<file path="src/rtl/uart_pkg.sv">
// rtl/uart_pkg.sv - shared types and constants for the UART transmitter
// Contents:
//   tx_state_t    transmit FSM state encoding (IDLE, START, DATA, STOP)
//   START_BIT     line level of the start bit
//   STOP_BIT      line level of the stop bit and of the idle line
//   DATA_BITS     data bits per frame
//   clks_per_bit  rounded clock cycles per bit for a given clock and baud rate
package uart_pkg;

  typedef enum logic [1:0] {
    IDLE  = 2'd0,
    START = 2'd1,
    DATA  = 2'd2,
    STOP  = 2'd3
  } tx_state_t;

  localparam logic START_BIT = 1'b0;
  localparam logic STOP_BIT  = 1'b1;
  localparam int   DATA_BITS = 8;

  // Round to nearest rather than truncate so the baud error stays within half a cycle.
  function automatic int clks_per_bit(input int clk_freq, input int baud);
    return (clk_freq + baud / 2) / baud;
  endfunction

endpackage

</file>
<file path="src/rtl/uart_tx_if.sv">
// rtl/uart_tx_if.sv - byte handshake and status bundle for the UART transmitter
// Signals:
//   tx_dv     byte offered this cycle (master -> slave)
//   tx_byte   byte to transmit, taken when tx_dv && tx_ready (master -> slave)
//   tx_ready  slave can take a byte this cycle (slave -> master)
//   tx_busy   frame on the line or bytes pending (slave -> master)
//   tx_done   one-cycle pulse on the last cycle of each stop bit (slave -> master)
interface uart_tx_if;
  import uart_pkg::*;

  logic                 tx_dv;
  logic [DATA_BITS-1:0] tx_byte;
  logic                 tx_ready;
  logic                 tx_busy;
  logic                 tx_done;

  modport master (output tx_dv, tx_byte, input tx_ready, tx_busy, tx_done);
  modport slave  (input tx_dv, tx_byte, output tx_ready, tx_busy, tx_done);

endinterface

</file>
<file path="src/rtl/sync_fifo.sv">
// rtl/sync_fifo.sv - single-clock show-ahead FIFO with registered not-full flag
// Ports:
//   clk, rst_n   clock and asynchronous active-low reset
//   push         write request, honoured only while not_full is high
//   push_data    data written on an honoured push
//   not_full     registered flag, low once DEPTH entries are stored and low in reset
//   pop          read request, honoured only while not empty
//   pop_data     entry at the head of the FIFO (valid while empty is low)
//   empty        no entries stored
module sync_fifo #(
  parameter int DEPTH = 16,
  parameter int WIDTH = 8
) (
  input  logic             clk,
  input  logic             rst_n,
  input  logic             push,
  input  logic [WIDTH-1:0] push_data,
  output logic             not_full,
  input  logic             pop,
  output logic [WIDTH-1:0] pop_data,
  output logic             empty
);

  localparam int AW = (DEPTH > 1) ? $clog2(DEPTH) : 1;

  logic [WIDTH-1:0] mem [DEPTH];
  logic [AW-1:0]    wr_ptr;
  logic [AW-1:0]    rd_ptr;
  logic [AW:0]      count;
  logic [AW:0]      count_d;
  logic             push_ok;
  logic             pop_ok;

  assign empty    = (count == '0);
  // A push while full is dropped even if a pop happens in the same cycle;
  // not_full then rises one cycle later from the decremented count.
  assign push_ok  = push && not_full;
  assign pop_ok   = pop && !empty;
  assign pop_data = mem[rd_ptr];

  always_comb begin
    count_d = count + {{AW{1'b0}}, push_ok} - {{AW{1'b0}}, pop_ok};
  end

  always_ff @(posedge clk or negedge rst_n) begin
    if (!rst_n) begin
      wr_ptr   <= '0;
      rd_ptr   <= '0;
      count    <= '0;
      not_full <= 1'b0;
    end else begin
      if (push_ok) wr_ptr <= wr_ptr + 1'b1;
      if (pop_ok)  rd_ptr <= rd_ptr + 1'b1;
      count    <= count_d;
      not_full <= (count_d != (AW + 1)'(DEPTH));
    end
  end

  // Storage needs no reset: the pointers and count define what is valid.
  always_ff @(posedge clk) begin
    if (push_ok) mem[wr_ptr] <= push_data;
  end

endmodule

</file>
<file path="src/rtl/uart_tx.sv">
// rtl/uart_tx.sv - 8N1 UART transmitter with holding register or optional FIFO
// Build option: define UART_TX_FIFO_EN to queue pending bytes in a FIFO_DEPTH-entry
// sync_fifo; otherwise a single holding register stores the next byte.
// Ports:
//   ICE_CLK  clock, all state changes on its rising edge
//   RST_N    asynchronous active-low reset
//   tx_if    uart_tx_if slave: tx_dv, tx_byte in; tx_ready, tx_busy, tx_done out
//   UART_TX  registered serial line output, idle high
module uart_tx
  import uart_pkg::*;
#(
  parameter int CLK_FREQ   = 12000000,
  parameter int UART_BAUD  = 921600,
  parameter int FIFO_DEPTH = 16
) (
  input  logic     ICE_CLK,
  input  logic     RST_N,
  uart_tx_if.slave tx_if,
  output logic     UART_TX
);

  localparam int CLKS_PER_BIT = clks_per_bit(CLK_FREQ, UART_BAUD);
  localparam int CNT_W        = (CLKS_PER_BIT > 1) ? $clog2(CLKS_PER_BIT) : 1;
  localparam logic [CNT_W-1:0] CNT_LAST = CNT_W'(CLKS_PER_BIT - 1);
  localparam logic [2:0]       IDX_LAST = 3'(DATA_BITS - 1);

  if (FIFO_DEPTH < 2 || (FIFO_DEPTH & (FIFO_DEPTH - 1)) != 0) begin : g_bad_depth
    $error("uart_tx: FIFO_DEPTH must be a power of two of at least 2");
  end

  tx_state_t            state, state_d;
  logic [CNT_W-1:0]     clk_cnt, clk_cnt_d;
  logic [2:0]           bit_idx, bit_idx_d;
  logic [DATA_BITS-1:0] shift, shift_d;
  logic                 line_q, line_d;
  logic                 done_q, done_d;
  logic                 bit_end;
  logic                 pop;
  logic                 pending;
  logic [DATA_BITS-1:0] pend_byte;
  logic                 ready_q;

`ifdef UART_TX_FIFO_EN
  logic fifo_empty;

  sync_fifo #(
    .DEPTH (FIFO_DEPTH),
    .WIDTH (DATA_BITS)
  ) u_fifo (
    .clk       (ICE_CLK),
    .rst_n     (RST_N),
    .push      (tx_if.tx_dv),
    .push_data (tx_if.tx_byte),
    .not_full  (ready_q),
    .pop       (pop),
    .pop_data  (pend_byte),
    .empty     (fifo_empty)
  );

  assign pending = !fifo_empty;
`else
  logic                 hold_valid, hold_valid_d;
  logic [DATA_BITS-1:0] hold_byte;
  logic                 push_ok;

  // ready_q only goes high while the register is empty and pop only fires while
  // it is full, so a push and a pop can never land in the same cycle.
  assign push_ok = tx_if.tx_dv && ready_q;

  always_comb begin
    hold_valid_d = hold_valid;
    if (pop)          hold_valid_d = 1'b0;
    else if (push_ok) hold_valid_d = 1'b1;
  end

  always_ff @(posedge ICE_CLK or negedge RST_N) begin
    if (!RST_N) begin
      hold_valid <= 1'b0;
      hold_byte  <= '0;
      ready_q    <= 1'b0;
    end else begin
      hold_valid <= hold_valid_d;
      ready_q    <= !hold_valid_d;
      if (push_ok) hold_byte <= tx_if.tx_byte;
    end
  end

  assign pending   = hold_valid;
  assign pend_byte = hold_byte;
`endif

  assign bit_end = (clk_cnt == CNT_LAST);

  // State register (also holds the datapath registers the FSM steers).
  always_ff @(posedge ICE_CLK or negedge RST_N) begin
    if (!RST_N) begin
      state   <= IDLE;
      clk_cnt <= '0;
      bit_idx <= '0;
      shift   <= '0;
      line_q  <= STOP_BIT;
      done_q  <= 1'b0;
    end else begin
      state   <= state_d;
      clk_cnt <= clk_cnt_d;
      bit_idx <= bit_idx_d;
      shift   <= shift_d;
      line_q  <= line_d;
      done_q  <= done_d;
    end
  end

  // Next-state logic. The pending byte is popped on the same edge that enters
  // START, which is what lets STOP run straight into the next START.
  always_comb begin
    state_d   = state;
    clk_cnt_d = '0;
    bit_idx_d = bit_idx;
    shift_d   = shift;
    pop       = 1'b0;
    if (state != IDLE) clk_cnt_d = bit_end ? '0 : clk_cnt + 1'b1;
    case (state)
      IDLE: begin
        if (pending) begin
          state_d = START;
          pop     = 1'b1;
          shift_d = pend_byte;
        end
      end
      START: begin
        if (bit_end) begin
          state_d   = DATA;
          bit_idx_d = '0;
        end
      end
      DATA: begin
        if (bit_end) begin
          shift_d   = {1'b0, shift[DATA_BITS-1:1]};
          bit_idx_d = bit_idx + 1'b1;
          if (bit_idx == IDX_LAST) state_d = STOP;
        end
      end
      STOP: begin
        if (bit_end) begin
          if (pending) begin
            state_d = START;
            pop     = 1'b1;
            shift_d = pend_byte;
          end else begin
            state_d = IDLE;
          end
        end
      end
      default: state_d = IDLE;
    endcase
  end

  // Output logic: decoded from the next state so the registered line and done
  // flag line up with the state register rather than trailing it by a cycle.
  always_comb begin
    line_d = STOP_BIT;
    case (state_d)
      START:   line_d = START_BIT;
      DATA:    line_d = shift_d[0];
      default: line_d = STOP_BIT;
    endcase
    done_d = (state_d == STOP) && (clk_cnt_d == CNT_LAST);
  end

  assign UART_TX        = line_q;
  assign tx_if.tx_done  = done_q;
  assign tx_if.tx_ready = ready_q;
  assign tx_if.tx_busy  = (state != IDLE) || pending;

endmodule

</file>
<file path="src/flat_wrapper.sv">
// flat-port wrapper written by rule: the top's interface ports become plain ports
module uart_tx_flat import uart_pkg::*;
#(
  parameter int CLK_FREQ   = 12000000,
  parameter int UART_BAUD  = 921600,
  parameter int FIFO_DEPTH = 16
)
  (ICE_CLK, RST_N, UART_TX, tx_if_tx_dv, tx_if_tx_byte, tx_if_tx_ready, tx_if_tx_busy, tx_if_tx_done);
  uart_tx_if tx_if_i ();
  input  logic ICE_CLK;
  input  logic RST_N;
  output logic UART_TX;
  input wire logic [$bits(tx_if_i.tx_dv)-1:0] tx_if_tx_dv;
  input wire logic [$bits(tx_if_i.tx_byte)-1:0] tx_if_tx_byte;
  output wire logic [$bits(tx_if_i.tx_ready)-1:0] tx_if_tx_ready;
  output wire logic [$bits(tx_if_i.tx_busy)-1:0] tx_if_tx_busy;
  output wire logic [$bits(tx_if_i.tx_done)-1:0] tx_if_tx_done;
  assign tx_if_i.tx_dv = tx_if_tx_dv;
  assign tx_if_i.tx_byte = tx_if_tx_byte;
  assign tx_if_tx_ready = tx_if_i.tx_ready;
  assign tx_if_tx_busy = tx_if_i.tx_busy;
  assign tx_if_tx_done = tx_if_i.tx_done;
  uart_tx #(.CLK_FREQ(CLK_FREQ), .UART_BAUD(UART_BAUD), .FIFO_DEPTH(FIFO_DEPTH)) u_core (.ICE_CLK(ICE_CLK), .RST_N(RST_N), .tx_if(tx_if_i), .UART_TX(UART_TX));
endmodule
</file>
<file path="config.mk">
export PLATFORM = sky130hd
export DESIGN_NAME = uart_tx_flat
export DESIGN_NICKNAME = d
export VERILOG_FILES = /design/src/rtl/uart_pkg.sv /design/src/rtl/uart_tx_if.sv /design/src/rtl/sync_fifo.sv /design/src/rtl/uart_tx.sv /design/src/flat_wrapper.sv
export SDC_FILE = /design/constraint.sdc
export NUM_CORES = 1
export LEC_CHECK = 0
export BUFFER_PORTS_ARGS = -buffer_cell sky130_fd_sc_hd__buf_2
export CAP_MARGIN = 20
export CORE_MARGIN = 4
export CORE_UTILIZATION = 45
export DETAILED_ROUTE_END_ITERATION = 7
export GPL_ROUTABILITY_DRIVEN = 1
export HOLD_SLACK_MARGIN = 0.1
export PLACE_DENSITY_LB_ADDON = 0.05
export SKIP_CTS_REPAIR_TIMING = 1
export SLEW_MARGIN = 20
export SYNTH_ARGS = -nofsm -noshare
export SYNTH_HDL_FRONTEND = slang
export SYNTH_SLANG_ARGS = --single-unit
</file>
<file path="constraint.sdc">
create_clock -name ICE_CLK -period 2.2 [get_ports ICE_CLK]
set_input_delay 0.11 -clock ICE_CLK [delete_from_list [all_inputs] [get_ports ICE_CLK]]
set_output_delay 0.11 -clock ICE_CLK [all_outputs]
set_load 0.03 [all_outputs]
</file>
==> impl_metrics.ini <==
[critical_path]
cp-start-kind = flip-flop
critPathMaxStageDelay_ps = 540
critical_path.top_delay_family = compound AO/OA/AOI/OAI gates
critical_path_class = flip-flop to flip-flop
worstPathArrival_ps = 2390
timing.critical_path.to_type = flip-flop
crit_buf_inv = 1
crit_chain = inv_1, ha_1, or4_1, a32o_1, a22oi_2, nor2_1, o21ba_1
critPathMaxFanout = 5
worstPathRequired_ps = 2470
slowest_stage = or4_1

[routing]
drcViolationCount = 0
first_pass_iters = 4
detail_route.wl_per_cell_um = 14.07
vias = 1141
drt_iter0_markers = 65
ant_nets = 0
wl_mm = 3.040
via_per_inst = 5.282

[worst_hold_path]
hp-class = input pin to asynchronous set/reset pin

[sta]
finalSetupViolCount = 0
slew_headroom_pct = 57.14
grt_setup_unrepaired = false
layout_min_cycle_time_ps = 2113
fmax_mhz = 473.2
setup_tns_ps = 0
holdWs_ps = 331.2
fin_crit_sh_pct = 96.06
finalMaxSlewViolations = 0
finalHoldViolations = 0
setup_ws_ps = 86.64
tightest_slew_ps = 642.8
finClkSkew_ps = 9.225

[floorplanning]
die_w_um = 66.32
io-pin-count = 15
start_util_pct = 48.53
core_sq_um = 3153
die_h_um = 66.32
rows = 20
die-area_sq_um = 4398

[synth]
synth_warnings = 0
syn-num-nets = 160
syn_inst = 140
netlist.area_leader.share_pct = 45.79
synth.distinct_cells = 37
synth_area_leaders = dfrtp_1 46%, ha_1 7.4%, mux2_2 7.4%, mux2i_1 4.6%, a21oi_1 3.9%
syn_area_per_cell_sq_um = 10.93
netlist_area_sq_um = 1530
synth_top_area_cell = dfrtp_1
ys_ff_latch = 29
seq_area_frac_synth_pct = 47.51

[clocking]
cts_root_buf = clkbuf_4
clk_path_buf_depth = 2
h-tree-depth = 2
cts_tree = built
clock_latency_ps = 320
cts_buffers = 5
cts_sinks = 29
clk_pin_slew_ps = 100

[cells_and_area]
areaGrowthSynthToFinish_pct = 18.32
multi_input_area_sq_um = 715.7
fillers = 296
regArea_sq_um = 726.9
diodes = 0
layout.nets = 191
drive_above_1_share_pct = 23.84
utilization_pct = 57.42

[place]
place_hpwl_mm = 2.093
portBuffers = 14
pre_cts_ws_ps = 122.9
gp_congestion = 0.8576

[flow_run]
cap_violations = 0

[global_route]
grt_pass1_vias = 1176
grt_antenna_before_repair = 0
grt_first_pass_wirelength_mm = 5.257
overflow = 0
grt_max_degree = 30
grt_usage_pct = 15.82

[power]
vdd_drop_max_v = 0.0003899
p_leak_nw = 0.8709
p_per_area_nw_per_um2 = 700.7

[outcome]
status = complete, no violations
power by group:
group | internal (mW) | switching [mW] | leakage, nW
sequential | 0.617 | 0.0505 | 0.359
combinational | 0.132 | 0.0957 | 0.471
clock | 0.185 | 0.188 | 0.0413
total | 0.934 | 0.334 | 0.871
metal layers:
layer | vias up | part of all wire [%] | global-route usage [%]
met3 | 2 | 3.6 | 3.741
met2 | 17 | 51 | 28.00
li1 | 563 | - | -
met5 | - | 0 | 0
met1 | 559 | 45 | 18.22
met4 | 0 | 0.49 | 6.091
cell usage after synthesis (all sizes together):
master / number
a32o: 1
nand3: 1
a41oi: 1
or4: 2
mux2: 10
o211ai: 1
a31oi: 1
nor2b: 1
and3: 2
a21oi: 12
inv: 12
nand4b: 1
a21o: 1
o21ai: 9
o21a: 7
o2111ai: 1
nor2: 12
o21ba: 1
dfrtp: 28
buf: 3
ha: 9
nand4: 1
dfstp: 1
nand2: 5
o32ai: 1
a21boi: 1
xnor2: 1
bufbuf: 1
nor3: 2
mux2i: 7
a22o: 2
a211oi: 1
a22oi: 1
through the flow:
step                cell area, sq um  total power [mW]  std cells
finish                          1810             1.269        216
global route                    1810             1.350        216
CTS                             1720             1.277        207
detailed placement              1650            0.9015        199
global placement                1650            0.8923        199
floorplan                       1530            0.8391        140
layout by cell type, fill, tap and decap left out, types with 2 or more instances in the layout:
master,instances
nor3_1,2
o21ai_0,6
clkbuf_8,2
o21a_1,7
mux2i_1,7
ha_1,9
a21oi_1,12
clkbuf_4,5
nor2_1,12
o21ai_1,3
mux2_2,10
or4_1,2
dfrtp_1,28
a22o_1,2
inv_1,12
dlygate4sd3_1,9
buf_2,14
nand2_1,5
buf_4,5
worst reg2reg max path: cells and delay by family, from the launching register on:
kind                     cells  cell delay, ps
buffers and inverters        1             110
AO/OA/AOI/OAI                3             640
flip-flops                   1             440
adder cells (fa/ha/maj)      1             260
AND/OR/NAND/NOR              2             610
final timing paths:
path,from,to,slack [ps],depth (start not counted)
max,u_core.state[0],u_core.UART_TX,90,7
min,RST_N,u_core.state[0],330,2
max reg2reg,u_core.state[0],u_core.UART_TX,90,7
min reg2reg,u_core.hold_byte[3],u_core.hold_byte[3],520,1
max in group asynchronous,RST_N,u_core.clk_cnt[0],1440,2
min in group ICE_CLK,tx_if_tx_dv,u_core.tx_if.tx_ready,440,3
final cells by class:
class	instances	area share [%]
multi-input cells	95	39.53
clock inverters	1	0.2764
well taps	44	3.041
repair buffers	28	10.92
inverters	12	2.488
clock buffers	7	3.594
flip-flops and latches	29	40.15
flip-flops by register name (all words and copies together), names as in the netlist:
signal and count:
u_core.shift 8, u_core.clk_cnt 4, u_core.state 2, u_core.tx_if.tx_ready 1
u_core.hold_byte 8, u_core.hold_valid 1, u_core.UART_TX 1, u_core.bit_idx 3
u_core.tx_if.tx_done 1
cell families (layout without fill, tap and decap cells):
logic type               after synthesis  in the layout  share of synthesized area, %
AND/OR/NAND/NOR                       27             27                         8.422
adder cells (fa/ha/maj)                9              9                         7.359
XOR/XNOR                               1              1                        0.5725
flip-flops                            29             29                         47.51
buffers and inverters                 16             48                         5.723
multiplexers                          17             17                         11.94
AO/OA/AOI/OAI                         41             41                         18.48
Power figures use the tool's default switching activity.
